--- src/rtl/load_store_unit_pkg.sv ---
// Shared constants for the load/store unit: word geometry, access-size
// encodings and the alignment rule applied to incoming requests.
package load_store_unit_pkg;

  localparam int unsigned WORD    = 32;
  localparam int unsigned INDEX_W = 8;

  localparam logic [1:0] SZ_BYTE = 2'b00;
  localparam logic [1:0] SZ_HALF = 2'b01;
  localparam logic [1:0] SZ_WORD = 2'b10;
  localparam logic [1:0] SZ_ILL  = 2'b11;

  // True when the size code is illegal or the byte offset breaks natural alignment.
  function automatic logic bad_size_align(input logic [1:0] size, input logic [1:0] off);
    logic bad;
    bad = 1'b0;
    case (size)
      SZ_HALF: bad = off[0];
      SZ_WORD: bad = (off != 2'b00);
      SZ_ILL:  bad = 1'b1;
      default: bad = 1'b0;
    endcase
    return bad;
  endfunction

endpackage

--- src/rtl/load_store_unit_lane_align.sv ---
// Combinational little-endian lane handling: load extraction with sign/zero
// extension, and sub-word lane merge for read-modify-write stores.
module lsu_lane_align
  import load_store_unit_pkg::*;
#(
  parameter int unsigned DW = WORD
) (
  input  logic [DW-1:0] rdata_i,
  input  logic [DW-1:0] wdata_i,
  input  logic [1:0]    off_i,
  input  logic [1:0]    size_i,
  input  logic          unsigned_i,
  output logic [DW-1:0] ld_data_o,
  output logic [DW-1:0] st_data_o
);

  logic [7:0]    byte_v;
  logic [15:0]   half_v;
  logic [DW-1:0] mask;
  logic [DW-1:0] wshift;

  always_comb begin
    byte_v    = 8'(rdata_i >> {off_i, 3'b000});
    half_v    = 16'(rdata_i >> {off_i[1], 4'b0000});
    ld_data_o = rdata_i;
    mask      = '1;
    wshift    = wdata_i;
    case (size_i)
      SZ_BYTE: begin
        ld_data_o = {{(DW-8){~unsigned_i & byte_v[7]}}, byte_v};
        mask      = DW'(8'hFF) << {off_i, 3'b000};
        wshift    = wdata_i << {off_i, 3'b000};
      end
      SZ_HALF: begin
        ld_data_o = {{(DW-16){~unsigned_i & half_v[15]}}, half_v};
        mask      = DW'(16'hFFFF) << {off_i[1], 4'b0000};
        wshift    = wdata_i << {off_i[1], 4'b0000};
      end
      default: ;
    endcase
    st_data_o = (rdata_i & ~mask) | (wshift & mask);
  end

endmodule

--- src/rtl/load_store_unit.sv ---
// Single-outstanding load/store unit bridging a core request port to a
// word-addressed synchronous memory; sub-word stores use read-modify-write.
module load_store_unit
  import load_store_unit_pkg::*;
#(
  parameter int unsigned DW = WORD,
  parameter int unsigned IW = INDEX_W
) (
  input  logic          clk_i,
  input  logic          rst_ni,
  input  logic          req_i,
  output logic          ready_o,
  input  logic          we_i,
  input  logic [DW-1:0] addr_i,
  input  logic [1:0]    size_i,
  input  logic          unsigned_i,
  input  logic [DW-1:0] wdata_i,
  output logic          rsp_valid_o,
  output logic [DW-1:0] rdata_o,
  output logic          err_o,
  output logic          WE_o,
  output logic          RE_o,
  output logic [IW-1:0] Addr_o,
  output logic [DW-1:0] DataW_o,
  input  logic [DW-1:0] DataR_i
);

  localparam logic [2:0] IDLE      = 3'd0;
  localparam logic [2:0] ACCESS    = 3'd1;
  localparam logic [2:0] LD_DATA   = 3'd2;
  localparam logic [2:0] RMW_MERGE = 3'd3;
  localparam logic [2:0] RESP      = 3'd4;

  logic [2:0]    state_q;
  logic          we_q, uns_q, err_q;
  logic [1:0]    off_q, size_q;
  logic [DW-1:0] wdata_q, rdata_q;
  logic [IW-1:0] addr_q;
  logic          accept, fault, word_store;
  logic [DW-1:0] ld_data, st_data;

  assign accept     = req_i && (state_q == IDLE);
  assign fault      = bad_size_align(size_i, addr_i[1:0]) || ((addr_i >> (IW + 2)) != '0);
  assign word_store = we_q && (size_q == SZ_WORD);

  lsu_lane_align #(.DW(DW)) u_align (
    .rdata_i    (DataR_i),
    .wdata_i    (wdata_q),
    .off_i      (off_q),
    .size_i     (size_q),
    .unsigned_i (uns_q),
    .ld_data_o  (ld_data),
    .st_data_o  (st_data)
  );

  always_ff @(posedge clk_i or negedge rst_ni) begin
    if (!rst_ni) begin
      state_q <= IDLE;
      we_q    <= 1'b0;
      uns_q   <= 1'b0;
      err_q   <= 1'b0;
      off_q   <= '0;
      size_q  <= '0;
      wdata_q <= '0;
      rdata_q <= '0;
      addr_q  <= '0;
    end else begin
      case (state_q)
        IDLE: if (accept) begin
          we_q    <= we_i;
          uns_q   <= unsigned_i;
          off_q   <= addr_i[1:0];
          size_q  <= size_i;
          wdata_q <= wdata_i;
          addr_q  <= addr_i[IW+1:2];
          err_q   <= fault;
          if (fault) rdata_q <= '0;
          state_q <= fault ? RESP : ACCESS;
        end
        ACCESS:    state_q <= word_store ? RESP : (we_q ? RMW_MERGE : LD_DATA);
        LD_DATA: begin
          rdata_q <= ld_data;
          state_q <= RESP;
        end
        RMW_MERGE: state_q <= RESP;
        RESP:      state_q <= IDLE;
        default:   state_q <= IDLE;
      endcase
    end
  end

  // Strobes decode straight from state so an async reset drops them at once.
  always_comb begin
    RE_o    = (state_q == ACCESS) && !word_store;
    WE_o    = ((state_q == ACCESS) && word_store) || (state_q == RMW_MERGE);
    DataW_o = '0;
    if (state_q == ACCESS && word_store) DataW_o = wdata_q;
    else if (state_q == RMW_MERGE)       DataW_o = st_data;
  end

  assign ready_o     = (state_q == IDLE) && rst_ni;
  assign rsp_valid_o = (state_q == RESP);
  assign err_o       = (state_q == RESP) && err_q;
  assign rdata_o     = rdata_q;
  assign Addr_o      = addr_q;

endmodule

--- config.mk ---
export PLATFORM = sky130hd
export DESIGN_NAME = load_store_unit
export DESIGN_NICKNAME = d
export VERILOG_FILES = /design/src/rtl/load_store_unit_pkg.sv /design/src/rtl/load_store_unit_lane_align.sv /design/src/rtl/load_store_unit.sv
export SDC_FILE = /design/constraint.sdc
export NUM_CORES = 1
export LEC_CHECK = 0
export ABC_AREA = 1
export BUFFER_PORTS_ARGS = -buffer_cell sky130_fd_sc_hd__buf_2
export CORE_MARGIN = 5
export CORE_UTILIZATION = 30
export DETAILED_ROUTE_END_ITERATION = 8
export GPL_TIMING_DRIVEN = 0
export PLACE_DENSITY = 0.58
export SYNTH_ARGS = -nofsm -noshare
export SYNTH_HDL_FRONTEND = slang
export SYNTH_SLANG_ARGS = --single-unit
--- constraint.sdc ---
create_clock -name clk_i -period 1.8 [get_ports clk_i]
set_input_delay 0.18 -clock clk_i [delete_from_list [all_inputs] [get_ports clk_i]]
set_output_delay 0.18 -clock clk_i [all_outputs]
set_load 0.05 [all_outputs]
Word-level counts from Yosys, hierarchy flattened:

Cells that the tools add are included.

* bits in registers: 82
* bits of input ports: 103
* output and inout bits: 77
* word-level logic and storage cells: 64

* equal/unequal tests: 11
* shift operators: 6
* multiplexer cells: 14
* bitwise gates (word level): 7
* reductions and logical operators: 17

Operators with widths (number)
* $pmux 32 s2: 4
* $mux 32: 4
* $and 32x32->32: 2
* $shl 32x5->32: 2
* $not 32->32: 1
* $or 32x32->32: 1
* $reduce_bool 32->1: 1
* $shl 16x5->32 const A: 1
* $shl 8x5->32 const A: 1
* $shr 32x5->16: 1
* $shr 32x5->8: 1
* $mux 3: 3
* $pmux 3 s3: 1
* $eq 2x2->1 const B: 3
* $eq 3x2->1 const B: 2
* $logic_and 1x1->1: 6
* $eq 2x1->1 const B: 2
* $ne 2x2->1 const B: 2
* $reduce_bool 2->1: 2
* $eq 3x1->1 const B: 1
* $eq 3x3->1 const B: 1
* $logic_not 3->1: 1
* $pmux 1 s3: 1
* $reduce_and 3->1: 1
* 8 further kinds: 10

Longest topological paths before layout:

* word-level depth: 7
* depth in mapped cells: 12
* depth with buffers taken out: 11

Cells and area by module:

Synthesis repeated with hierarchy kept, for this count alone.

* cells, all modules: 911
* area, all modules: 5650.4 um^2

By module, submodules not included
* load_store_unit: instances 1, cells an instance 508, area an instance 3871.2 um^2, seq. area each 2052.0 um^2
* lsu_lane_align: instances 1, cells an instance 403, area an instance 1779.2 um^2, seq. area each 0.0 um^2

Least setup slack after synthesis:

OpenSTA, ideal clock, no wires.

* path kind: register to output
* start point: register state_q[2]
* end point: output DataW_o[3]
* arrival: 2.175 ns
* required time: 1.620 ns
* slack: -0.555 ns
* cell stages (with the launch flop): 7
* path buffers: 1
* path through: dfrtp_1 -> inv_1 -> nand3_2 -> inv_1 -> clkbuf_1 -> o21ai_0 -> o21ai_0

* longest elaborated chain between the ends: 3
* elaborated cells between the ends (all ways): 5
* classes of those cells: 2 x eq/ne; 2 x mux; 1 x reduce/logical

Ends and longest elaborated chain
* start, declared: line load_store_unit.sv:34 `logic [2:0] state_q;`
* start signal, assigned: line load_store_unit.sv:78 `state_q <= fault ? RESP : ACCESS;`
* start signal, assigned: line load_store_unit.sv:80 `ACCESS: state_q <= word_store ? RESP : (we_q ? RMW_MERGE : LD_DATA);`
* $eq 3x2->1 / $eq 3x1->1 (equally long branches): line load_store_unit.sv:98, load_store_unit.sv:97
* $mux 32 / $logic_and 1x1->1 (equally long branches): line load_store_unit.sv:98, load_store_unit.sv:97
* $mux 32 (*): line load_store_unit.sv:97 `if (state_q == ACCESS && word_store) DataW_o = wdata_q;`
* end, declared: line load_store_unit.sv:24 `output logic [DW-1:0] DataW_o,`

Every way passes the cells marked *; elsewhere a longest branch is shown, timed or not.

Final worst setup path:

* start point: register size_q[1]
* end point: output DataW_o[7]

* longest elaborated chain between the ends: 7
* elaborated cells between the ends (all ways): 13
* classes of those cells: 2 x eq/ne; 4 x mux; 4 x bitwise; 3 x reduce/logical

Ends and longest elaborated chain
* start, declared: line load_store_unit.sv:36 `logic [1:0] off_q, size_q;`
* start signal, assigned: line load_store_unit.sv:73 `size_q <= size_i;`
* $eq 2x1->1 / $logic_not 2->1 (equally long branches): line load_store_unit_lane_align.sv:28 `case (size_i)`
* $pmux 32 s2: line load_store_unit_lane_align.sv:28
* $not 32->32: line load_store_unit_lane_align.sv:41 `st_data_o = (rdata_i & ~mask) | (wshift & mask);`
* $and 32x32->32: line load_store_unit_lane_align.sv:41
* $or 32x32->32: line load_store_unit_lane_align.sv:41
* $mux 32: line load_store_unit.sv:98 `else if (state_q == RMW_MERGE) DataW_o = st_data;`
* $mux 32 (*): line load_store_unit.sv:97

Marks and branches as above.

==> run_summary.xml <==
<?xml version="1.0" encoding="UTF-8"?>
<metrics>
  <group name="route">
    <metric name="drt.antenna.violating_nets" unit="">0</metric>
    <metric name="routed_wire_length_per_instance" unit="um">17.3</metric>
    <metric name="detailedRoute.firstPassIterationCount" unit="">7</metric>
    <metric name="drtIter0Drc" unit="">391</metric>
    <metric name="drc" unit="">0</metric>
    <metric name="vias" unit="">5912</metric>
    <metric name="detail_route.wirelength" unit="mm">21.2</metric>
    <metric name="viasPerCell" unit="">4.83</metric>
  </group>
  <group name="cts">
    <metric name="cts_tree" unit="">built</metric>
    <metric name="cts.root.buffer_cell" unit="">clkbuf_16</metric>
    <metric name="clk-insertion-delay-late" unit="ns">0.35</metric>
    <metric name="clock-sinks" unit="">82</metric>
    <metric name="clock_path_buffers" unit="">2</metric>
    <metric name="cts_inserted_buffers" unit="">9</metric>
    <metric name="clk_transition_reported_paths" unit="ns">0.06</metric>
    <metric name="htree_num_levels" unit="">3</metric>
  </group>
  <group name="timing">
    <metric name="finalHoldViolCount" unit="">0</metric>
    <metric name="drv_slew" unit="">0</metric>
    <metric name="tightestPinTransition" unit="ns">0.511</metric>
    <metric name="finalHoldWorstSlack" unit="ns">0.0207</metric>
    <metric name="max_clock_freq" unit="MHz">468</metric>
    <metric name="setup_ws" unit="ns">-0.336</metric>
    <metric name="skew" unit="ns">0.00497</metric>
    <metric name="finalWorstPathRequiredPeriod" unit="ns">2.14</metric>
    <metric name="slew_limit_headroom" unit="%">66.0</metric>
    <metric name="final.setup.tns" unit="ns">-7.80</metric>
    <metric name="timing.final.crit_share" unit="%">119</metric>
    <metric name="setup-violations-final" unit="">33</metric>
    <metric name="grt_setup_unrepaired" unit="">yes</metric>
  </group>
  <group name="setup_path">
    <metric name="timing.rr.start" unit="">state_q[0]</metric>
    <metric name="timing.critical_path.fanout_max" unit="">7</metric>
    <metric name="worst_r2r_endpoint" unit="">size_q[0]</metric>
    <metric name="worstSetupPathType" unit="">flop to output port</metric>
    <metric name="critical_path_required" unit="ns">1.62</metric>
    <metric name="worst-endpoint-arrival" unit="ns">1.96</metric>
    <metric name="worstSetupEndpointType" unit="">output port</metric>
    <metric name="sort_of_element_at_the_start_of_the_critical_path" unit="">flop</metric>
    <metric name="r2r_cells" unit="">6</metric>
    <metric name="r2r_slack" unit="ns">0.11</metric>
  </group>
  <group name="placed_design">
    <metric name="io_buffers" unit="">179</metric>
    <metric name="routability_driven_placement_congestion_ratio" unit="">0.922</metric>
    <metric name="placedCellCount" unit="">1157</metric>
    <metric name="dp_hpwl" unit="mm">15.8</metric>
    <metric name="preCtsSetupSlack" unit="ns">-0.479</metric>
  </group>
  <group name="cells_and_area">
    <metric name="final_core_util" unit="%">48.0</metric>
    <metric name="layout-drive-gt1-share" unit="%">38.9</metric>
    <metric name="layout.nets" unit="">1102</metric>
    <metric name="final_cell_count_no_fill" unit="">1224</metric>
    <metric name="antenna_cells_inserted" unit="">0</metric>
    <metric name="layout.filler_cells" unit="">1711</metric>
    <metric name="syn_to_final_growth" unit="%">58.2</metric>
  </group>
  <group name="die">
    <metric name="core-area" unit="um2">16500</metric>
    <metric name="die-area" unit="um2">19300</metric>
    <metric name="floorplan.initialDensity" unit="%">30.4</metric>
    <metric name="boundaryPins" unit="">180</metric>
    <metric name="chipHeight" unit="um">139</metric>
    <metric name="rows" unit="">47</metric>
    <metric name="die_width" unit="um">139</metric>
  </group>
  <group name="power_and_ir_drop">
    <metric name="power_frac_clock" unit="%">16.2</metric>
    <metric name="combinationalPowerShare" unit="%">59.6</metric>
    <metric name="internal" unit="uW">6240</metric>
    <metric name="irDropWorstVdd" unit="mV">0.760</metric>
    <metric name="power.density_cell_area" unit="nW/um2">1520</metric>
    <metric name="p_sw" unit="uW">5780</metric>
    <metric name="p_seq_share" unit="%">24.2</metric>
    <metric name="sw_frac_of_total" unit="%">48.1</metric>
    <metric name="total_leakage_power" unit="uW">0.00417</metric>
  </group>
  <group name="worst_hold_path">
    <metric name="min_path_type" unit="">input port to flop</metric>
    <metric name="critical_hold_path_startpoint" unit="">wdata_i[7]</metric>
    <metric name="hold-path-endpoint" unit="">wdata_q[7]</metric>
    <metric name="worstHoldPathCells" unit="">3</metric>
  </group>
  <group name="global_routing">
    <metric name="grt_max_degree" unit="">44</metric>
    <metric name="antenna_found_initial" unit="">0</metric>
    <metric name="grt_pass1_vias" unit="">5814</metric>
    <metric name="grt_overflow_total" unit="">0</metric>
    <metric name="track_usage" unit="%">21.2</metric>
    <metric name="first_pass_grt_wire_length" unit="mm">32.3</metric>
  </group>
  <group name="synthesis">
    <metric name="synth_cells" unit="">757</metric>
    <metric name="synthMostInstantiatedCell" unit="">nand2_1</metric>
    <metric name="ys_seq_area_share" unit="%">41.1</metric>
    <metric name="synth_top_area_cell" unit="">dfrtp_1</metric>
    <metric name="syn-cell-area" unit="um2">5000</metric>
    <metric name="commonest_cells_in_the_netlist" unit="">nand2_1 (309), o21ai_0 (93), dfrtp_1 (82)</metric>
    <metric name="synth_edf_count" unit="">0</metric>
    <metric name="synth_cell_types" unit="">30</metric>
    <metric name="postSynthNetCount" unit="">860</metric>
    <metric name="async_reset_ff_share" unit="%">100</metric>
    <metric name="syn_area_per_cell" unit="um2">6.60</metric>
    <metric name="synth.top_cells.by_area" unit="">dfrtp_1 (41%), nand2_1 (23%), o21ai_0 (9.3%)</metric>
    <metric name="ys_seq_elements" unit="">82</metric>
    <metric name="top_cell_type_s_share_of_synthesized_area" unit="%">41.1</metric>
    <metric name="synth-main-ff-cell" unit="">dfrtp_1</metric>
    <metric name="synth_warn" unit="">0</metric>
  </group>
  <group name="outcome">
    <metric name="violations" unit="">setup timing</metric>
    <metric name="run_status" unit="">finished, violations left</metric>
  </group>
  <group name="job">
    <metric name="maxCapViolations" unit="">0</metric>
  </group>
</metrics>
==> layout make-up <==
type / count / area [um2] / area share, %
multi-input cells: 569 / 3080 / 39.0
flip-flops and latches: 82 / 2060 / 26.0
repair buffers: 230 / 1620 / 20.5
inverters: 73 / 295 / 3.73
clock buffers: 15 / 288 / 3.64
well taps: 220 / 275 / 3.48
plain buffers: 34 / 260 / 3.29
clock inverters: 1 / 30.0 / 0.380
==> placed cells by master (no fill, tap or decap), drive strengths merged <==
cell type	count
a21oi	61
and2	1
buf	246
bufinv	1
clkbuf	32
clkinvlp	1
dfrtp	82
dlygate4sd3	1
inv	72
nand2	312
nand3	23
nor2	47
nor3	3
nor4	1
o2111ai	2
o211ai	8
o21ai	97
o22ai	13
o31ai	1
==> routing by layer <==
metal	vias up	track usage [%]	routed length [um]
li1	2911	-	-
met1	2731	28.2	9130
met2	233	34.3	10100
met3	37	5.45	1590
met4	0	6.02	435
met5	-	0	0
==> worst max-delay path, cell delays in order (launching register included) <==
cell,delay (ns)
dfrtp_2,0.44
buf_8,0.16
nor2_4,0.14
a21oi_4,0.09
buf_2,0.17
buf_4,0.14
o31ai_4,0.25
buf_6,0.21
==> through the flow <==
step | area [um2] | power (uW)
3_3_place_gp | 6260 | 7780
3_5_place_dp | 6290 | 7830
2_1_floorplan | 5090 | 6350
4_1_cts | 7620 | 11400
6_report | 7910 | 12000
5_1_grt | 7910 | 12800
==> how the worst max path moves through the flow <==
stage | cells past startpoint | from | end | slack [ns]
after floorplan | 5 | size_q[1] | DataW_o[10] | -0.39
after global placement | 4 | rst_ni | ready_o | -0.53
after detailed placement | 8 | size_q[1] | DataW_o[7] | -0.48
after CTS | 8 | size_q[1] | DataW_o[22] | -0.27
after global routing | 8 | size_q[0] | DataW_o[20] | -0.35
final | 7 | size_q[1] | DataW_o[7] | -0.34
==> timing repair <==
item                                    in CTS  in global routing
pin swaps                                   19                 21
resized for setup                          234                 54
hold endpoints to repair                    40                  0
setup buffers                               27                 15
endpoints found under the setup margin      78                103
gates cloned                                 5                  2
hold buffers                                 2                  0
==> registers in the layout, indices dropped and copies added, names as in the netlist <==
| register | cells |
|---|---|
| Addr_o | 8 |
| err_q | 1 |
| off_q | 2 |
| rdata_o | 32 |
| size_q | 2 |
| state_q | 3 |
| uns_q | 1 |
| wdata_q | 32 |
| we_q | 1 |
==> power by group through the flow <==
| stage | Sequential, uW | Combinational, uW | Clock [uW] |
|---|---|---|---|
| 2_1_floorplan | 3020 | 3330 | 0 |
| 3_3_place_gp | 2870 | 4920 | 0 |
| 3_5_place_dp | 2870 | 4960 | 0 |
| 4_1_cts | 2860 | 6530 | 2000 |
| 5_1_grt | 2970 | 7750 | 2070 |
| 6_report | 2900 | 7160 | 1950 |
==> cells by family after synthesis <==
group | Yosys count | synth area share (%)
AND/OR/NAND/NOR | 386 | 30.6
buffers and inverters | 107 | 8.74
flip-flops | 82 | 41.1
AO/OA/AOI/OAI | 182 | 19.6
Note: power is estimated with default switching activity, not from simulation.
